==> src/rtl/condicionador_entradas.sv <==
// Input conditioning ahead of principal: 2-flop synchronisers, shared tick
// prescaler, per-channel debounce counters and a registered change strobe.
module condicionador_entradas #(
    parameter int unsigned TICK_DIV  = 1000,
    parameter int unsigned DEB_TICKS = 8
) (
    input  logic       clk,
    input  logic       rst,
    input  logic [1:0] e_raw,
    input  logic [3:0] p_raw,
    output logic       e1,
    output logic       e0,
    output logic       p3,
    output logic       p2,
    output logic       p1,
    output logic       p0,
    output logic       changed
);

    localparam int unsigned NCH = 6;
    localparam int unsigned CW  = $clog2(DEB_TICKS);
    // Keep the prescaler at least one bit wide so TICK_DIV=1 still elaborates.
    localparam int unsigned PW  = (TICK_DIV > 1) ? $clog2(TICK_DIV) : 1;

    localparam logic [PW-1:0] PRE_LAST = PW'(TICK_DIV - 1);
    localparam logic [CW-1:0] CNT_LAST = CW'(DEB_TICKS - 1);

    // Channel order: bit5=e1, bit4=e0, bit3..0=p3..p0.
    logic [NCH-1:0] raw;
    logic [NCH-1:0] sync1;
    logic [NCH-1:0] sync2;
    logic [NCH-1:0] cond;
    logic [NCH-1:0] mismatch;
    logic [NCH-1:0] update;
    logic [PW-1:0]  pre;
    logic           tick;
    logic [CW-1:0]  cnt [NCH];

    assign raw      = {e_raw, p_raw};
    assign tick     = (pre == PRE_LAST);
    assign mismatch = sync2 ^ cond;

    // Two-flop synchroniser for every raw input.
    always_ff @(posedge clk or posedge rst) begin
        if (rst) begin
            sync1 <= '0;
            sync2 <= '0;
        end else begin
            sync1 <= raw;
            sync2 <= sync1;
        end
    end

    // Sample-tick prescaler: counts 0..TICK_DIV-1, tick on the last count.
    always_ff @(posedge clk or posedge rst) begin
        if (rst) begin
            pre <= '0;
        end else if (tick) begin
            pre <= '0;
        end else begin
            pre <= pre + PW'(1);
        end
    end

    // A channel adopts its synchronised level on the tick that completes the window.
    always_comb begin
        update = '0;
        for (int unsigned i = 0; i < NCH; i++) begin
            update[i] = mismatch[i] && tick && (cnt[i] == CNT_LAST);
        end
    end

    // Debounce counters: any edge without a mismatch restarts the window.
    always_ff @(posedge clk or posedge rst) begin
        if (rst) begin
            cond <= '0;
            for (int unsigned i = 0; i < NCH; i++) begin
                cnt[i] <= '0;
            end
        end else begin
            for (int unsigned i = 0; i < NCH; i++) begin
                if (!mismatch[i]) begin
                    cnt[i] <= '0;
                end else if (tick) begin
                    if (cnt[i] == CNT_LAST) begin
                        cond[i] <= sync2[i];
                        cnt[i]  <= '0;
                    end else begin
                        cnt[i] <= cnt[i] + CW'(1);
                    end
                end
            end
        end
    end

    // Single-cycle strobe whenever any conditioned output takes a new value.
    always_ff @(posedge clk or posedge rst) begin
        if (rst) begin
            changed <= 1'b0;
        end else begin
            changed <= |update;
        end
    end

    assign {e1, e0, p3, p2, p1, p0} = cond;

endmodule
==> config.mk <==
export PLATFORM = sky130hd
export DESIGN_NAME = condicionador_entradas
export DESIGN_NICKNAME = d
export VERILOG_FILES = /design/src/rtl/condicionador_entradas.sv
export SDC_FILE = /design/constraint.sdc
export NUM_CORES = 1
export LEC_CHECK = 0
export ABC_AREA = 1
export BUFFER_PORTS_ARGS = -buffer_cell sky130_fd_sc_hd__buf_2
export CAP_MARGIN = 30
export CELL_PAD_IN_SITES_DETAIL_PLACEMENT = 1
export CELL_PAD_IN_SITES_GLOBAL_PLACEMENT = 2
export CORE_AREA = 2 2 83 85
export CTS_CLUSTER_DIAMETER = 30
export DETAILED_ROUTE_END_ITERATION = 7
export DIE_AREA = 0 0 85 87
export GPL_TIMING_DRIVEN = 1
export PLACE_DENSITY_LB_ADDON = 0.08
export SLEW_MARGIN = 20
export SYNTH_ARGS = -nofsm -noshare
export SYNTH_HDL_FRONTEND = slang
export SYNTH_SLANG_ARGS = --single-unit
==> constraint.sdc <==
create_clock -name clk -period 1.3 [get_ports clk]
set_clock_uncertainty 0.05 [all_clocks]
set_input_delay 0.26 -clock clk [delete_from_list [all_inputs] [get_ports clk]]
set_output_delay 0.26 -clock clk [all_outputs]
set_load 0.05 [all_outputs]
==> run_results.csv, run 1 <==
group,metric,value,unit
grt,grt_usage,0.1421,
die,start_util,0.3265,
yosys,ys_ff_latch,47,
yosys,syn_area,2145,µm²
worst_setup_path,worstPathArrival,1.58,ns
placement,dp.cells,349,
job,drv_cap,0,
sta,drv_slew,0,
worst_setup_path,r2r_slack,-0.11,ns
sta,finalSetupTns,-1.478,ns
worst_setup_path,critPathTopFamily,"flip-flops",
pwr,p_total,2718,µW
detailed_routing,drt_iter0_markers,41,
die,die_w,85,µm
outcome,outcome,"finished, violations left",
yosys,yosysSeqAreaShare,0.5484,
hold_path,worstHoldPathCells,0,
yosys,avgSynthCellArea,9.531,µm²
hold_path,hold_path.class,"reg -> reg",
detailed_routing,vias,1653,
detailed_routing,drt_drc_violations_left,0,
die,num_rows,30,
worst_setup_path,path_max_fanout,10,
yosys,ys_warn_count,0,
placement,place.gp.congestion,0.7269,
finish,antenna_cells,0,
sta,tightestPinTransition,0.2925,ns
die,pin_count,15,
worst_setup_path,slowest_stage,"dfrtp_1",
detailed_routing,finalWirelength,4530,µm
yosys,synthesis.nets,246,
cts,cts_tree,"yes",
detailed_routing,wl_per_cell,12.34,µm
grt,antenna_found_initial,0,
worst_setup_path,critPathMaxStageDelay,0.40,ns
die,die_h,87,µm
cts,numCtsBuffers,5,
pwr,power.leakage,0.001545,µW
worst_setup_path,worstSetupPathType,"reg -> reg",
worst_setup_path,path_depth,6,
pwr,vdd_drop_max,0.6081,mV
cts,cts_root_buf,"clkbuf_8",
finish,nets,307,
die,coreArea,6569,µm²
worst_setup_path,path_buf_inv,1,
grt,grt_pass1_wl,8342,µm
cts,path_clk_slew,0.10,ns
worst_setup_path,r2r_cells,6,
grt,overflow,0,
sta,fin_crit_sh,1.083,
finish,final_cells,367,
worst_setup_path,end_kind,"register",
sta,period_minus_slack,1.408,ns
cts,clkLatencyLatePin,0.31,ns
cts,clock_path_buffers,2,
hold_path,min_from,"sync1[5]$_DFF_PP0_",
sta,fmax,710.4,MHz
detailed_routing,ant_nets,0,
yosys,synth_cell_type_count,24,
placement,pre_cts_slack,-0.1464,ns
sta,grt_setup_unrepaired,"yes",
worst_setup_path,critPathRequiredTime,1.47,ns
placement,portBuffers,14,
sta,hold_slack,0.3056,ns
yosys,synthCells,225,
grt,grt_start_max_net_pins,48,
cts,clock_sinks,47,
die,die_area,7395,µm²
worst_setup_path,crit_start,"pre[1]$_DFF_PP0_",
pwr,power_density,947.5,nW/µm²
worst_setup_path,cp_cell_sequence,"ha_4 > nand2_4 > nor2_4 > nand2_4 > buf_4 > o31ai_2",
cts,ctsHtreeMaxLevel,2,
sta,hold_violations,0,
placement,dp_hpwl,3240,µm
outcome,violations,"negative setup slack",
detailed_routing,drtPass1Iterations,4,
worst_setup_path,path_common_cell,"nand2_4",
detailed_routing,viasPerCell,4.504,
finish,area_growth,33.78,%
worst_setup_path,cp-start-kind,"register",
sta,setup_viol,31,
worst_setup_path,reg2reg_from,"pre[1]$_DFF_PP0_",
finish,drive_gt1_frac,0.3206,
sta,worst_slack,-0.1076,ns
sta,slew-limit-headroom,0.8041,
grt,grt_pass1_vias,1786,
==> final timing paths <==
check                                 endpoint
hold / removal              sync2[5]$_DFF_PP0_
max in group asynchronous  cond[2]$_DFFE_PP0P_
hold reg to reg             sync2[5]$_DFF_PP0_
setup / recovery            cnt[0]$_DFFE_PP0P_
setup reg to reg            cnt[0]$_DFFE_PP0P_
min in group asynchronous   cnt[4]$_DFFE_PP0P_
==> what timing repair did <==
item                                    CTS  global route
resized for setup                        15             9
hold endpoints to repair                 53             0
hold buffers                              7             0
endpoints found under the setup margin   37            36
setup buffers                             1             2
pin swaps                                 5             1
==> through the flow <==
step                        util  cell area, µm²
after floorplan                -            2197
after global placement    0.3949            2594
after detailed placement  0.3949            2594
after CTS                 0.4305            2828
after global routing      0.4368            2869
final                     0.4368            2869
==> where the power goes <==
group	leakage [µW]	switching, µW	internal, µW
Sequential	0.000606	9.58	1480
Clock	0.0000587	542	583
Combinational	0.000880	62.4	41.6
==> metal layers <==
layer,up-vias,wire length [µm],track usage
li1,846,-,-
met1,786,2213,0.1847
met2,14,2136,0.2358
met3,7,105,0.02844
met4,0,74,0.05195
met5,-,0,0
==> area by class of cell <==
type	instances	area (µm²)
Tap cell	80	100.1
Clock buffer	5	68.82
Timing Repair Buffer	57	456.7
Inverter	26	103.9
Fill cell	770	3700
Clock inverter	3	47.55
Sequential cell	47	1182
Multi-Input combinational cell	149	909.6
==> kinds of logic after synthesis <==
family,after synthesis,synth area share
AOI/OAI and AO/OA,20,0.05368
xor gates and xnor gates,4,0.01984
adders and majority gates,13,0.07585
buffers and inverters,29,0.05834
DFF,47,0.5484
and+or+nand+nor,112,0.2439
==> state kept, by name, indices dropped and copies added (netlist names) <==
register  flops
cond          6
cnt          18
pre          10
changed       1
sync1         6
sync2         6
==> placed cells by master, fill, tap and decap left out, types with 2 or more instances in the layout <==
cell type and instances:
nand2_1 60, nor3_2 3, dfrtp_2 5, buf_4 36
clkbuf_8 5, nand3_1 22, nor2_1 4, nor2_2 2
or2_2 4, o21ai_0 8, buf_2 8, nand3_2 2
a21oi_1 5, dfrtp_1 42, dlygate4sd3_1 7, nand2_4 2
o21ai_2 2, o21ai_1 4, buf_6 5, nand4_1 5
nor2_4 3, nand2_2 3, ha_1 12, inv_1 23
==> Yosys cell counts <==
| cell type | count | area [µm²] |
|---|---|---|
| nand3_2 | 1 | 10.01 |
| nand3_1 | 23 | 115.1 |
| dfrtp_1 | 47 | 1176 |
| inv_1 | 25 | 93.84 |
| nor2_1 | 6 | 22.52 |
| xor2_1 | 1 | 8.760 |
| nor3_1 | 4 | 20.02 |
| a21oi_1 | 5 | 25.02 |
| o21ai_2 | 2 | 17.52 |
| xor2_2 | 1 | 16.27 |
| ha_1 | 13 | 162.7 |
| nor2_4 | 3 | 33.78 |
| or2_2 | 5 | 31.28 |
| nand2_2 | 3 | 18.77 |
| nand2_1 | 61 | 229.0 |
| o21ai_0 | 10 | 50.05 |
| nand4_1 | 5 | 31.28 |
| o31ai_2 | 1 | 12.51 |
| o21ai_1 | 2 | 10.01 |
| xnor2_1 | 2 | 17.52 |
| buf_2 | 1 | 5.000 |
| buf_6 | 2 | 22.52 |
| inv_2 | 1 | 3.750 |
| nand2_4 | 1 | 11.26 |
Power figures use the tool's default switching activity.
==> inputs of run 2 (changes only) <==
--- a/config.mk
+++ b/config.mk
@@ -15,7 +15,7 @@
 export DETAILED_ROUTE_END_ITERATION = 7
 export DIE_AREA = 0 0 85 87
 export GPL_TIMING_DRIVEN = 1
-export PLACE_DENSITY_LB_ADDON = 0.08
+export PLACE_DENSITY = 0.77
 export SLEW_MARGIN = 20
 export SYNTH_ARGS = -nofsm -noshare
 export SYNTH_HDL_FRONTEND = slang
==> run_results.csv, run 2 (synthesis results as in run 1) <==
group,metric,value,unit
outcome,outcome,"finished, violations left",
outcome,violations,"negative setup slack",
grt,grt_pass1_wl,8349,µm
die,die_area,7395,µm²
detailed_routing,drtPass1Iterations,4,
pwr,p_seq_frac,0.554,
worst_setup_path,critPathTopFamily,"flip-flops",
pwr,clock_power_share,0.407,
detailed_routing,drt_iter0_markers,77,
finish,drive_gt1_frac,0.3099,
die,pin_count,15,
worst_setup_path,end_kind,"register",
cts,clkLatencyLatePin,0.31,ns
worst_setup_path,critPathRequiredTime,1.49,ns
sta,setup_viol,33,
finish,antenna_cells,0,
finish,top_regs,"cnt: 18 flops, pre: 10 flops",
pwr,p_sw,590.4,µW
placement,portBuffers,14,
sta,drv_slew,0,
worst_setup_path,cp_cell_sequence,"ha_4 > nand2_4 > nor2_4 > nand2_4 > inv_4 > buf_4 > nand2_2 > o21ai_2",
die,start_util,0.3265,
grt,grt_pass1_vias,1828,
finish,layout_common_cells,"nand2_1 (61), dfrtp_1 (42), buf_4 (35)",
worst_setup_path,worstSetupPathType,"reg -> reg",
pwr,pwr-share-comb,0.039,
finish,top_register,"cnt",
sta,fin_crit_sh,1.103,
die,die_w,85,µm
die,num_rows,30,
cts,cts_tree,"yes",
sta,grt_setup_unrepaired,"yes",
worst_setup_path,slowest_stage,"dfrtp_1",
worst_setup_path,critPathMaxStageDelay,0.41,ns
sta,finalSetupTns,-2.900,ns
pwr,switching_share,0.2198,
finish,final_common_cell,"nand2_1",
worst_setup_path,cp-start-kind,"register",
detailed_routing,drt_drc_violations_left,0,
worst_setup_path,r2r_cells,8,
cts,path_clk_slew,0.09,ns
cts,cts_root_buf,"clkbuf_8",
cts,ctsHtreeMaxLevel,2,
worst_setup_path,path_buf_inv,2,
sta,hold_violations,0,
sta,fmax,697.3,MHz
pwr,power.leakage,0.001529,µW
worst_setup_path,path_common_cell,"nand2_4",
worst_setup_path,worstPathArrival,1.62,ns
detailed_routing,vias,1672,
grt,grt_start_max_net_pins,18,
pwr,power_density,951.6,nW/µm²
grt,grt_usage,0.1414,
sta,worst_slack,-0.1340,ns
sta,tightestPinTransition,0.4025,ns
detailed_routing,finalWirelength,4487,µm
finish,largest_reg_flops,18,
pwr,vdd_drop_max,0.5839,mV
finish,utilization,0.4297,
worst_setup_path,crit_start,"pre[1]$_DFF_PP0_",
worst_setup_path,r2r_slack,-0.13,ns
detailed_routing,ant_nets,0,
finish,nets,304,
hold_path,hold_path.class,"in -> reg",
worst_setup_path,path_depth,8,
worst_setup_path,reg2reg_to,"cnt[3]$_DFFE_PP0P_",
worst_setup_path,endpoint,"cnt[3]$_DFFE_PP0P_",
grt,antenna_found_initial,0,
sta,slew-limit-headroom,0.7311,
grt,overflow,0,
detailed_routing,viasPerCell,4.593,
cts,numCtsBuffers,5,
finish,area_growth,31.62,%
sta,period_minus_slack,1.434,ns
placement,dp_hpwl,3502,µm
placement,place.gp.congestion,0.7446,
worst_setup_path,path_max_fanout,11,
placement,pre_cts_slack,-0.1718,ns
die,coreArea,6569,µm²
worst_setup_path,reg2reg_from,"pre[1]$_DFF_PP0_",
cts,clock_sinks,47,
pwr,p_int,2096,µW
job,drv_cap,0,
detailed_routing,wl_per_cell,12.33,µm
cts,clock_path_buffers,2,
die,die_h,87,µm
run 2: worst min-delay path by stage:
stage	cells after the start	endpoint	start	slack [ns]
final	1	sync1[4]$_DFF_PP0_	e_raw[0]	0.008
after global routing	1	sync1[5]$_DFF_PP0_	e_raw[1]	0.001
after CTS	1	sync1[4]$_DFF_PP0_	e_raw[0]	0.003
after detailed placement	2	sync1[4]$_DFF_PP0_	rst	0.23
after global placement	2	sync1[4]$_DFF_PP0_	rst	0.23
after floorplan	1	changed$_DFF_PP0_	rst	0.23
run 2: worst register-to-register path, delay by kind of cell (launching register included):
kind | cells | cell delay (ns)
AO/OA/AOI/OAI | 1 | 0.10
adder cells (fa/ha/maj) | 1 | 0.17
buffers and inverters | 2 | 0.24
flip-flops | 1 | 0.41
AND/OR/NAND/NOR | 4 | 0.41
run 2: repair_timing:
item                                   CTS  global route
setup buffers                            1             1
pin swaps                                4             2
endpoints found under the hold margin   19             0
resized for setup                        9             7
hold buffers                             5             0
setup endpoints to repair               35            38
run 2: per-stage QoR:
step | cell area (µm²) | hold slack [ns] | instances | total power (µW)
floorplan | 2197 | 0.2331 | 225 | 1566
global placement | 2606 | 0.2302 | 349 | 1613
detailed placement | 2606 | 0.2348 | 349 | 1616
CTS | 2801 | 0.003110 | 363 | 2731
global route | 2823 | 0.001426 | 364 | 2801
finish | 2823 | 0.008107 | 364 | 2686
run 2: area by class of cell:
cell class / instances / area (µm²)
fill: 750 / 3746
sequential: 47 / 1182
multi-input combinational: 149 / 897.1
timing repair buffer: 54 / 426.7
inverter: 26 / 103.9
tap: 80 / 100.1
clock buffer: 5 / 68.82
clock inverter: 3 / 43.79
run 2: power groups by stage:
stage | logic, µW | clock network, µW | registers (µW)
floorplan | 50.0 | 0 | 1520
global placement | 95.7 | 0 | 1520
detailed placement | 97.0 | 0 | 1520
CTS | 109 | 1130 | 1490
global route | 122 | 1190 | 1490
finish | 105 | 1090 | 1490
run 2: layer usage:
| metal | track usage | share of wire | wire, µm |
|---|---|---|---|
| met2 | 0.2415 | 0.50 | 2262 |
| met5 | 0 | 0 | 0 |
| met1 | 0.1782 | 0.45 | 2029 |
| met4 | 0.04762 | 0.016 | 72 |
| met3 | 0.03033 | 0.027 | 123 |
==> inputs of run 3 (changes only) <==
--- a/config.mk
+++ b/config.mk
@@ -16,6 +16,7 @@
 export DIE_AREA = 0 0 85 87
 export GPL_TIMING_DRIVEN = 1
 export PLACE_DENSITY = 0.77
+export REMOVE_ABC_BUFFERS = 1
 export SLEW_MARGIN = 20
 export SYNTH_ARGS = -nofsm -noshare
 export SYNTH_HDL_FRONTEND = slang
==> run_results.csv, run 3 (synthesis results as in run 1) <==
group,metric,value,unit
die,die_h,87,µm
hold_path,hold_path.class,"reg -> reg",
pwr,vdd_drop_max,0.5319,mV
sta,tightestPinTransition,0.3168,ns
sta,worst_slack,-0.2038,ns
detailed_routing,wl_met1,2187,µm
cts,cts_root_buf,"clkbuf_8",
worst_setup_path,path_common_cell,"nand2_4",
cts,cts_tree,"yes",
grt,grt_pass1_vias,1868,
finish,area_growth,38.39,%
finish,antenna_cells,0,
detailed_routing,drtPass1Iterations,4,
worst_setup_path,slowest_stage,"dfrtp_1",
detailed_routing,top_layer,"met4",
cts,numCtsBuffers,5,
grt,overflow,0,
job,drv_cap,0,
die,die_area,7395,µm²
finish,nets,309,
worst_setup_path,cp-start-kind,"register",
placement,dp.cells,347,
detailed_routing,ant_nets,0,
detailed_routing,viasPerCell,4.734,
cts,clock_path_buffers,2,
sta,grt_setup_unrepaired,"yes",
grt,antenna_found_initial,0,
detailed_routing,dr_wl_met3,95,µm
finish,layout_common_cells,"nand2_1 (58), dfrtp_1 (47), buf_4 (36)",
finish,top_regs,"cnt: 18 flops, pre: 10 flops",
worst_setup_path,worstSetupPathType,"reg -> reg",
outcome,outcome,"finished, violations left",
cts,ctsHtreeMaxLevel,2,
pwr,power.leakage,0.001565,µW
detailed_routing,wl_per_cell,13.62,µm
sta,fmax,665.0,MHz
sta,hold_violations,0,
die,num_rows,30,
worst_setup_path,reg2reg_from,"pre[0]$_DFF_PP0_",
detailed_routing,drt_iter0_markers,55,
sta,period_minus_slack,1.504,ns
worst_setup_path,path_max_fanout,6,
worst_setup_path,critPathMaxStageDelay,0.42,ns
cts,clock_sinks,47,
placement,portBuffers,14,
cts,path_clk_slew,0.09,ns
cts,clkLatencyLatePin,0.31,ns
finish,utilization,0.4518,
detailed_routing,drt_drc_violations_left,0,
grt,grt_pass1_wl,8576,µm
placement,place.gp.congestion,0.7385,
finish,largest_reg_flops,18,
worst_setup_path,critPathRequiredTime,1.48,ns
sta,drv_slew,0,
outcome,violations,"negative setup slack",
finish,final_cells,369,
die,die_w,85,µm
detailed_routing,wl_met2,2662,µm
sta,slew-limit-headroom,0.7885,
placement,pre_cts_slack,-0.1878,ns
worst_setup_path,worstPathArrival,1.68,ns
sta,finalSetupTns,-4.560,ns
finish,top_register,"cnt",
detailed_routing,vias,1747,
sta,setup_viol,33,
placement,dp_hpwl,3475,µm
die,coreArea,6569,µm²
grt,grt_start_max_net_pins,23,
detailed_routing,finalWirelength,5024,µm
pwr,p_total,2887,µW
worst_setup_path,cp_cell_sequence,"ha_4 > nand2_4 > nor2_4 > nand2_4 > inv_4 > buf_6 > nand2_2 > o21ai_2",
finish,drive_gt1_frac,0.3599,
hold_path,min_from,"sync1[5]$_DFF_PP0_",
grt,grt_usage,0.1490,
die,start_util,0.3265,
sta,fin_crit_sh,1.157,
pwr,power_density,972.6,nW/µm²
finish,final_common_cell,"nand2_1",
worst_setup_path,end_kind,"register",
worst_setup_path,crit_start,"pre[0]$_DFF_PP0_",
die,pin_count,15,
==> run 3: cell types whose count changed in the layout (fill, tap and decap cells not counted), sizes merged <==
cell / delta
clkbuf: -2
clkinv: -2
dlygate4sd3: +2
nand2: +1
bufinv: +1
inv: +1
buf: +4
==> run 3: critical path: cells and delay by family, from the launching register on <==
family / cells / cell delay [ns]
fa+ha+maj: 1 / 0.18
compound gates: 1 / 0.12
flops: 1 / 0.42
buf+inv: 2 / 0.22
simple gates: 4 / 0.43
==> run 3: final cells by class <==
cell class / instances / area (µm²)
Fill cell: 739 / 3601
Tap cell: 80 / 100.1
Inverter: 26 / 100.1
Multi-Input combinational cell: 150 / 987.2
Sequential cell: 47 / 1176
Clock inverter: 3 / 67.56
Clock buffer: 5 / 68.82
Timing Repair Buffer: 58 / 467.9
==> run 3: path summary, 6_finish.rpt <==
kind,end,slack (ns),cells past startpoint
hold reg to reg,sync2[5]$_DFF_PP0_,0.30,0
min in group asynchronous,sync2[2]$_DFF_PP0_,0.40,3
hold / removal,sync2[5]$_DFF_PP0_,0.30,0
max in group asynchronous,pre[1]$_DFF_PP0_,0.31,4
setup / recovery,cnt[6]$_DFFE_PP0P_,-0.20,8
setup reg to reg,cnt[6]$_DFFE_PP0P_,-0.20,8
==> run 3: per-layer routing <==
layer  GRT usage  vias to the layer above
li1            -                      855
met1      0.1765                      869
met2      0.2699                       16
met3     0.03128                        7
met4     0.04762                        0
met5           0                        -
==> run 3: where the power goes <==
group          switching [µW]  total, µW  internal, µW  leakage (µW)
Sequential               7.91       1490          1480      0.000615
Clock                     520       1290           767     0.0000644
Combinational            67.0        112          45.2      0.000886
Total                     595       2890          2290       0.00156
==> run 3: repair_timing <==
action,CTS,global route
resized for setup,23,30
pin swaps,13,17
hold buffers,6,1
gates cloned,1,0
setup buffers,3,5
hold endpoints to repair,17,1
endpoints found under the setup margin,38,35
==> run 3: per-stage QoR <==
stage,cell area (µm²),hold WS (ns)
after floorplan,2117,0.2414
after global placement,2532,0.1765
after detailed placement,2532,0.1837
after CTS,2823,0.0003999
after global routing,2968,0.3112
final,2968,0.3036
